`config.mk`:
```
export PLATFORM = sky130hd
export DESIGN_NAME = fetch_unit_flat
export DESIGN_NICKNAME = d
export VERILOG_FILES = /design/src/rtl/fetch_unit_if.sv /design/src/rtl/fetch_unit.sv /design/src/flat_wrapper.sv
export SDC_FILE = /design/constraint.sdc
export NUM_CORES = 1
export LEC_CHECK = 0
export CORE_UTILIZATION = 53
export CTS_BUF_LIST = sky130_fd_sc_hd__clkbuf_8 sky130_fd_sc_hd__clkbuf_16
export DETAILED_ROUTE_END_ITERATION = 6
export PLACE_DENSITY = 0.94
export SLEW_MARGIN = 15
export SYNTH_ARGS = -nofsm -noshare
export SYNTH_HDL_FRONTEND = slang
export SYNTH_SLANG_ARGS = --single-unit
```
`constraint.sdc`:
```
create_clock -name clk -period 5.7 [get_ports clk]
set_input_delay 1.14 -clock clk [delete_from_list [all_inputs] [get_ports clk]]
set_output_delay 1.14 -clock clk [all_outputs]
set_load 0.1 [all_outputs]
```
`src/rtl/fetch_unit_if.sv`:
```
`default_nettype none
// ============================================================================
// Module   : fetch_unit_if
// Purpose  : Groups the fetch unit's control, ROM and decode-side signals.
//            The 'master' modport is the fetch unit's view. It drives the ROM
//            address and presents the IR to decode. The 'slave' modport is the
//            environment's view: the ROM, decode and run control.
// Signals  : start, stall, branch_en, branch_rel, branch_target, halt
//              - run control and decode feedback (into the fetch unit)
//            instr_in                        - ROM data for pc (into the unit)
//            pc                              - ROM fetch address (from the unit)
//            instr_out, ir_pc, instr_valid   - IR presented to decode
//            done, cycle_count               - run status
// Revision : 1.0 - initial release
// ============================================================================
interface fetch_unit_if #(
   parameter int P_WIDTH = 10,
   parameter int I_WIDTH = 9
);
   logic                start;
   logic                stall;
   logic                branch_en;
   logic                branch_rel;
   logic [P_WIDTH-1:0]  branch_target;
   logic                halt;
   logic [P_WIDTH-1:0]  pc;
   logic [I_WIDTH-1:0]  instr_in;
   logic [I_WIDTH-1:0]  instr_out;
   logic [P_WIDTH-1:0]  ir_pc;
   logic                instr_valid;
   logic                done;
   logic [15:0]         cycle_count;

   modport master (
      input  start, stall, branch_en, branch_rel, branch_target, halt, instr_in,
      output pc, instr_out, ir_pc, instr_valid, done, cycle_count
   );

   modport slave (
      output start, stall, branch_en, branch_rel, branch_target, halt, instr_in,
      input  pc, instr_out, ir_pc, instr_valid, done, cycle_count
   );
endinterface
`default_nettype wire

```
`src/rtl/fetch_unit.sv`:
```
`default_nettype none
// ============================================================================
// Module   : fetch_unit
// Purpose  : Instruction fetch stage with a single IR register. It walks the
//            PC through a combinational instruction ROM and supports stalls,
//            absolute and pc-relative branches, and halt. It also counts the
//            cycles spent in RUN.
// Ports    : clk    - clock, rising edge
//            rst_n  - asynchronous active-low reset
//            bus    - fetch_unit_if.master, which carries:
//                     start/stall/branch_*/halt  (in)
//                     instr_in                   (in, ROM data for pc)
//                     pc                         (out, ROM address)
//                     instr_out/ir_pc/instr_valid (out, IR to decode)
//                     done/cycle_count           (out, run status)
// Revision : 1.0 - initial release
// ============================================================================
module fetch_unit #(
   parameter int                 P_WIDTH    = 10,
   parameter int                 I_WIDTH    = 9,
   parameter logic [P_WIDTH-1:0] START_ADDR = '0
) (
   input  wire logic     clk,
   input  wire logic     rst_n,
   fetch_unit_if.master  bus
);

   typedef enum logic [1:0] {
      ST_IDLE   = 2'd0,
      ST_RUN    = 2'd1,
      ST_HALTED = 2'd2
   } state_t;

   localparam logic [15:0] c_cc_max = 16'hFFFF;

   state_t              r_state,   w_state_nxt;
   logic [P_WIDTH-1:0]  r_pc,      w_pc_nxt;
   logic [I_WIDTH-1:0]  r_ir,      w_ir_nxt;
   logic [P_WIDTH-1:0]  r_ir_pc,   w_ir_pc_nxt;
   logic                r_valid,   w_valid_nxt;
   logic                r_done,    w_done_nxt;
   logic [15:0]         r_cc,      w_cc_nxt;

   logic [P_WIDTH-1:0]  w_target;
   logic [15:0]         w_cc_inc;

   // A relative offset is taken from the branch instruction's own address,
   // which is ir_pc and not the already-advanced pc. The sum wraps naturally.
   assign w_target = bus.branch_rel ? (r_ir_pc + bus.branch_target) : bus.branch_target;
   assign w_cc_inc = (r_cc == c_cc_max) ? r_cc : (r_cc + 16'd1);

   always_ff @(posedge clk or negedge rst_n) begin
      if (!rst_n) begin
         r_state <= ST_IDLE;
         r_pc    <= START_ADDR;
         r_ir    <= '0;
         r_ir_pc <= '0;
         r_valid <= 1'b0;
         r_done  <= 1'b0;
         r_cc    <= '0;
      end else begin
         r_state <= w_state_nxt;
         r_pc    <= w_pc_nxt;
         r_ir    <= w_ir_nxt;
         r_ir_pc <= w_ir_pc_nxt;
         r_valid <= w_valid_nxt;
         r_done  <= w_done_nxt;
         r_cc    <= w_cc_nxt;
      end
   end

   always_comb begin
      w_state_nxt = r_state;
      w_pc_nxt    = r_pc;
      w_ir_nxt    = r_ir;
      w_ir_pc_nxt = r_ir_pc;
      w_valid_nxt = r_valid;
      w_done_nxt  = r_done;
      w_cc_nxt    = r_cc;

      case (r_state)
         ST_IDLE: begin
            if (bus.start) begin
               w_pc_nxt    = START_ADDR;
               w_cc_nxt    = '0;
               w_state_nxt = ST_RUN;
            end
         end

         ST_RUN: begin
            w_cc_nxt = w_cc_inc;
            // Halt and branch only apply when they decode a live IR, so a
            // flushed slot cannot redirect or stop the machine. Stall is
            // honoured regardless of IR validity.
            if (r_valid && bus.halt) begin
               w_state_nxt = ST_HALTED;
               w_valid_nxt = 1'b0;
               w_done_nxt  = 1'b1;
            end else if (r_valid && bus.branch_en) begin
               // The instruction fetched in this slot is wrong-path. It is
               // dropped by clearing valid, and the target is fetched next.
               w_pc_nxt    = w_target;
               w_valid_nxt = 1'b0;
            end else if (!bus.stall) begin
               w_ir_nxt    = bus.instr_in;
               w_ir_pc_nxt = r_pc;
               w_valid_nxt = 1'b1;
               w_pc_nxt    = r_pc + 1'b1;
            end
         end

         ST_HALTED: begin
            if (bus.start) begin
               w_done_nxt  = 1'b0;
               w_cc_nxt    = '0;
               w_pc_nxt    = START_ADDR;
               w_state_nxt = ST_RUN;
            end
         end

         default: begin
            w_state_nxt = ST_IDLE;
         end
      endcase
   end

   assign bus.pc          = r_pc;
   assign bus.instr_out   = r_ir;
   assign bus.ir_pc       = r_ir_pc;
   assign bus.instr_valid = r_valid;
   assign bus.done        = r_done;
   assign bus.cycle_count = r_cc;

endmodule
`default_nettype wire

```
`src/flat_wrapper.sv`:
```
// flat-port wrapper written by rule: the top's interface ports become plain ports
module fetch_unit_flat 
#(
   parameter int                 P_WIDTH    = 10,
   parameter int                 I_WIDTH    = 9,
   parameter logic [P_WIDTH-1:0] START_ADDR = '0
)
  (clk, rst_n, bus_start, bus_stall, bus_branch_en, bus_branch_rel, bus_branch_target, bus_halt, bus_instr_in, bus_pc, bus_instr_out, bus_ir_pc, bus_instr_valid, bus_done, bus_cycle_count);
  fetch_unit_if #(.P_WIDTH(P_WIDTH), .I_WIDTH(I_WIDTH)) bus_i ();
  input  wire logic clk;
  input  wire logic rst_n;
  input wire logic [$bits(bus_i.start)-1:0] bus_start;
  input wire logic [$bits(bus_i.stall)-1:0] bus_stall;
  input wire logic [$bits(bus_i.branch_en)-1:0] bus_branch_en;
  input wire logic [$bits(bus_i.branch_rel)-1:0] bus_branch_rel;
  input wire logic [$bits(bus_i.branch_target)-1:0] bus_branch_target;
  input wire logic [$bits(bus_i.halt)-1:0] bus_halt;
  input wire logic [$bits(bus_i.instr_in)-1:0] bus_instr_in;
  output wire logic [$bits(bus_i.pc)-1:0] bus_pc;
  output wire logic [$bits(bus_i.instr_out)-1:0] bus_instr_out;
  output wire logic [$bits(bus_i.ir_pc)-1:0] bus_ir_pc;
  output wire logic [$bits(bus_i.instr_valid)-1:0] bus_instr_valid;
  output wire logic [$bits(bus_i.done)-1:0] bus_done;
  output wire logic [$bits(bus_i.cycle_count)-1:0] bus_cycle_count;
  assign bus_i.start = bus_start;
  assign bus_i.stall = bus_stall;
  assign bus_i.branch_en = bus_branch_en;
  assign bus_i.branch_rel = bus_branch_rel;
  assign bus_i.branch_target = bus_branch_target;
  assign bus_i.halt = bus_halt;
  assign bus_i.instr_in = bus_instr_in;
  assign bus_pc = bus_i.pc;
  assign bus_instr_out = bus_i.instr_out;
  assign bus_ir_pc = bus_i.ir_pc;
  assign bus_instr_valid = bus_i.instr_valid;
  assign bus_done = bus_i.done;
  assign bus_cycle_count = bus_i.cycle_count;
  fetch_unit #(.P_WIDTH(P_WIDTH), .I_WIDTH(I_WIDTH), .START_ADDR(START_ADDR)) u_core (.clk(clk), .rst_n(rst_n), .bus(bus_i));
endmodule
```
==> impl_results.md <==
* Crit start category: flop
* Final Hold Viols at 0
* Crit Reg-Reg Startpoint: u_core.bus.ir_pc[1]
* Worst hold slack at 505 ps
* Max-slew violation count at 0
* Largest net degree at the start of global routing at 50
* Worst Reg-to-Reg Cells at 7
* Core area at approximately 0.0052 sq mm
* Initial Utilization at 55.6%
* Warnings from Yosys at 0
* 1st-iter DRT viols at between 300 and 400
* WL per Instance at ~16 microns
* Layout Utilization at slightly above 70%
* Vias in the first global route at ~2,500
* Die X at roughly 76 microns
* Worst-Margin Slew at just under 1000 ps
* Die Y at ~76 microns
* Total wire length at slightly above 7000 microns
* CP Data Required Time at around 4600 ps
* Hold-fix buffers, CTS at 0
* CP endpoint kind: primary output
* Syn nets at 338
* Synth async-reset ratio at between 90% and 100%
* Post-synthesis sequential area ratio at between 40% and 50%
* Area growth syn-to-layout at 30.4%
* Commonest non-fill, non-tap cell in the layout: clkdlybuf4s50_1
* Via count at 2,679
* Total grt overflow at 0
* Max clock buf depth at 2
* Mapped cell area at around 0.0029 sq mm
* Hold endpoint: u_core.bus.done
* Yosys cell types at 47
* Hold Path Class: reg2reg
* Clock Sinks at 49
* # Post-CTS Setup Buffers at 0
* H-tree levels at 2
* DP HPWL at 5130 microns
* Clk pin slew, worst setup/hold paths at approximately 100 ps
* CP delay by family, top: buffers and inverters
* Worst slew margin at between 30% and 40%
* Most frequent cells in the layout: clkdlybuf4s50_1 (71), dfrtp_1 (49), nor2_1 (34)
* Min-delay src: u_core.bus.done
* # rows at 26
* Root Buffer: clkbuf_8
* #FFs+latches synth at just under 50
* Proportion of layout cells with a drive suffix above 1 at under 10%
* Final #Nets at between 400 and 500
* Antenna violations before repair at 0
* Critical path type: reg2out
* Overall Global Routing Usage at 27.1%
* CP peak stage delay at between 1000 and 1500 ps
* Mean post-synth cell area at around 9.6 sq um
* Total Neg Setup Slack at 0 ps
* Critical Path Stages at 1
* CP max stage cell: clkdlybuf4s50_1
* Total CTS buffers at 5
* Maxcap violations at 0
* # fillers at roughly 370
* CP arrival at a little under 2000 ps
* RSZ-0062 raised after global routing: no
* Status: finished clean
* GR Util met3 at roughly 6.6%
* Syn Inst Count at 300
* RR Endpoint: u_core.bus.pc[9]
* I/O pins at 73
* Fin crit share at a little over half
* Max Clock Skew at about 11 ps
* Post-synth EDFFs at 0
* Port Buffers at 72
* Predominant post-synthesis flop cell: dfrtp_1
* Met2 Resource Use GR at around 43%
* Die ar. at approximately 0.0057 sq mm
* CTS tree: yes
* Latest clock arrival within the worst-skew pair at about 310 ps
* Setup-failing EPs final at 0
* Cts repair resizes at 0
* RePlAce Congestion at 0.917
* Min cycle time layout at 3120 ps
* Met1 GRT Util at roughly 36%
* Maximum clock rate at about 0.32 GHz
* Worst path cell trace: clkdlybuf4s50_1
* First-pass GRT wire length at ~12,000 microns
* Final antenna-violating net count at 0
* DR DRC count at 0
* DR vias/cell at around 6
* First-pass DRT Iterations at 5
* Worst reg2reg setup slack at ~3500 ps
* Worst-path fanout max at 7
* Cells on Worst Hold Path at 2
* Grt peak-use layer: met2
* Antenna fix cells at 0
* Worst path bufs/invs at 1
[metrics by stage]
step,setup WS [ps],std cells,cell area (sq um)
floorplan,3040,300,2880
global placement,2480,433,3630
detailed placement,2380,433,3630
CTS,2590,441,3750
global route,2530,441,3750
finish,2580,441,3750
[cell usage after synthesis, drive strengths merged, types with 2 or more instances]
| cell | count | area (sq um) |
|---|---|---|
| a211oi | 3 | 27.5 |
| a21o | 5 | 37.5 |
| a21oi | 9 | 45.0 |
| a221oi | 2 | 17.5 |
| a31oi | 4 | 31.3 |
| and2 | 3 | 18.8 |
| and3 | 9 | 56.3 |
| buf | 5 | 36.3 |
| clkbuf | 5 | 18.8 |
| dfrtp | 49 | 1230 |
| ha | 11 | 138 |
| inv | 5 | 18.8 |
| mux2 | 20 | 225 |
| mux2i | 2 | 20.0 |
| nand2 | 26 | 97.6 |
| nand2b | 4 | 25.0 |
| nand3 | 17 | 85.1 |
| nand4 | 6 | 37.5 |
| nor2 | 34 | 128 |
| nor2b | 5 | 31.3 |
| nor3 | 7 | 35.0 |
| nor3b | 2 | 15.0 |
| o211ai | 4 | 30.0 |
| o21a | 4 | 30.0 |
| o21ai | 24 | 120 |
| o22ai | 2 | 12.5 |
| o41ai | 2 | 25.0 |
| or3 | 2 | 12.5 |
| xnor2 | 3 | 26.3 |
| xor2 | 15 | 131 |
[cell families (layout without fill, tap and decap cells)]
| logic type | after synthesis | count (layout) | synth area share [%] |
|---|---|---|---|
| XOR/XNOR | 18 | 18 | 5.48 |
| adder cells (fa/ha/maj) | 12 | 12 | 5.48 |
| flip-flops | 49 | 49 | 42.6 |
| AND/OR/NAND/NOR | 117 | 117 | 19.8 |
| buffers and inverters | 15 | 86 | 2.57 |
| multiplexers | 22 | 22 | 8.53 |
| AO/OA/AOI/OAI | 67 | 67 | 15.5 |
[sequential cells by signal, indices dropped and copies added (netlist names)]
name	flops
u_core.bus.cycle_count	16
u_core.bus.done	1
u_core.bus.instr_out	9
u_core.bus.instr_valid	1
u_core.bus.ir_pc	10
u_core.bus.pc	10
u_core.r_state	2
[routing by layer]
layer  vias up  part of all wire, %
met5         -                    0
met4         0                  2.7
met3        26                  6.9
met2       142                   49
met1      1291                   42
li1       1220                    -
[cell type report]
class | count | area [sq um] | share of cell area, %
repair buffers | 73 | 726 | 19.4
flip-flops and latches | 49 | 1230 | 32.7
inverters | 5 | 18.8 | 0.501
clock inverters | 3 | 46.3 | 1.23
well taps | 70 | 87.6 | 2.34
multi-input cells | 236 | 1580 | 42.0
clock buffers | 5 | 68.8 | 1.84
[worst max path at each step]
stage	from	endpoint	slack, ps
finish	u_core.bus.pc[3]	bus_pc[3]	2580
detailed placement	bus_branch_target[1]	u_core.bus.pc[9]	2380
CTS	u_core.bus.pc[7]	bus_pc[7]	2590
floorplan	bus_branch_target[0]	u_core.bus.pc[8]	3040
global placement	bus_branch_target[1]	u_core.bus.pc[9]	2480
global route	u_core.bus.pc[7]	bus_pc[7]	2530
Power is left out: the tool's default activity adds up to more than one toggle a clock period on the data nets, which glitch-free logic cannot reach.
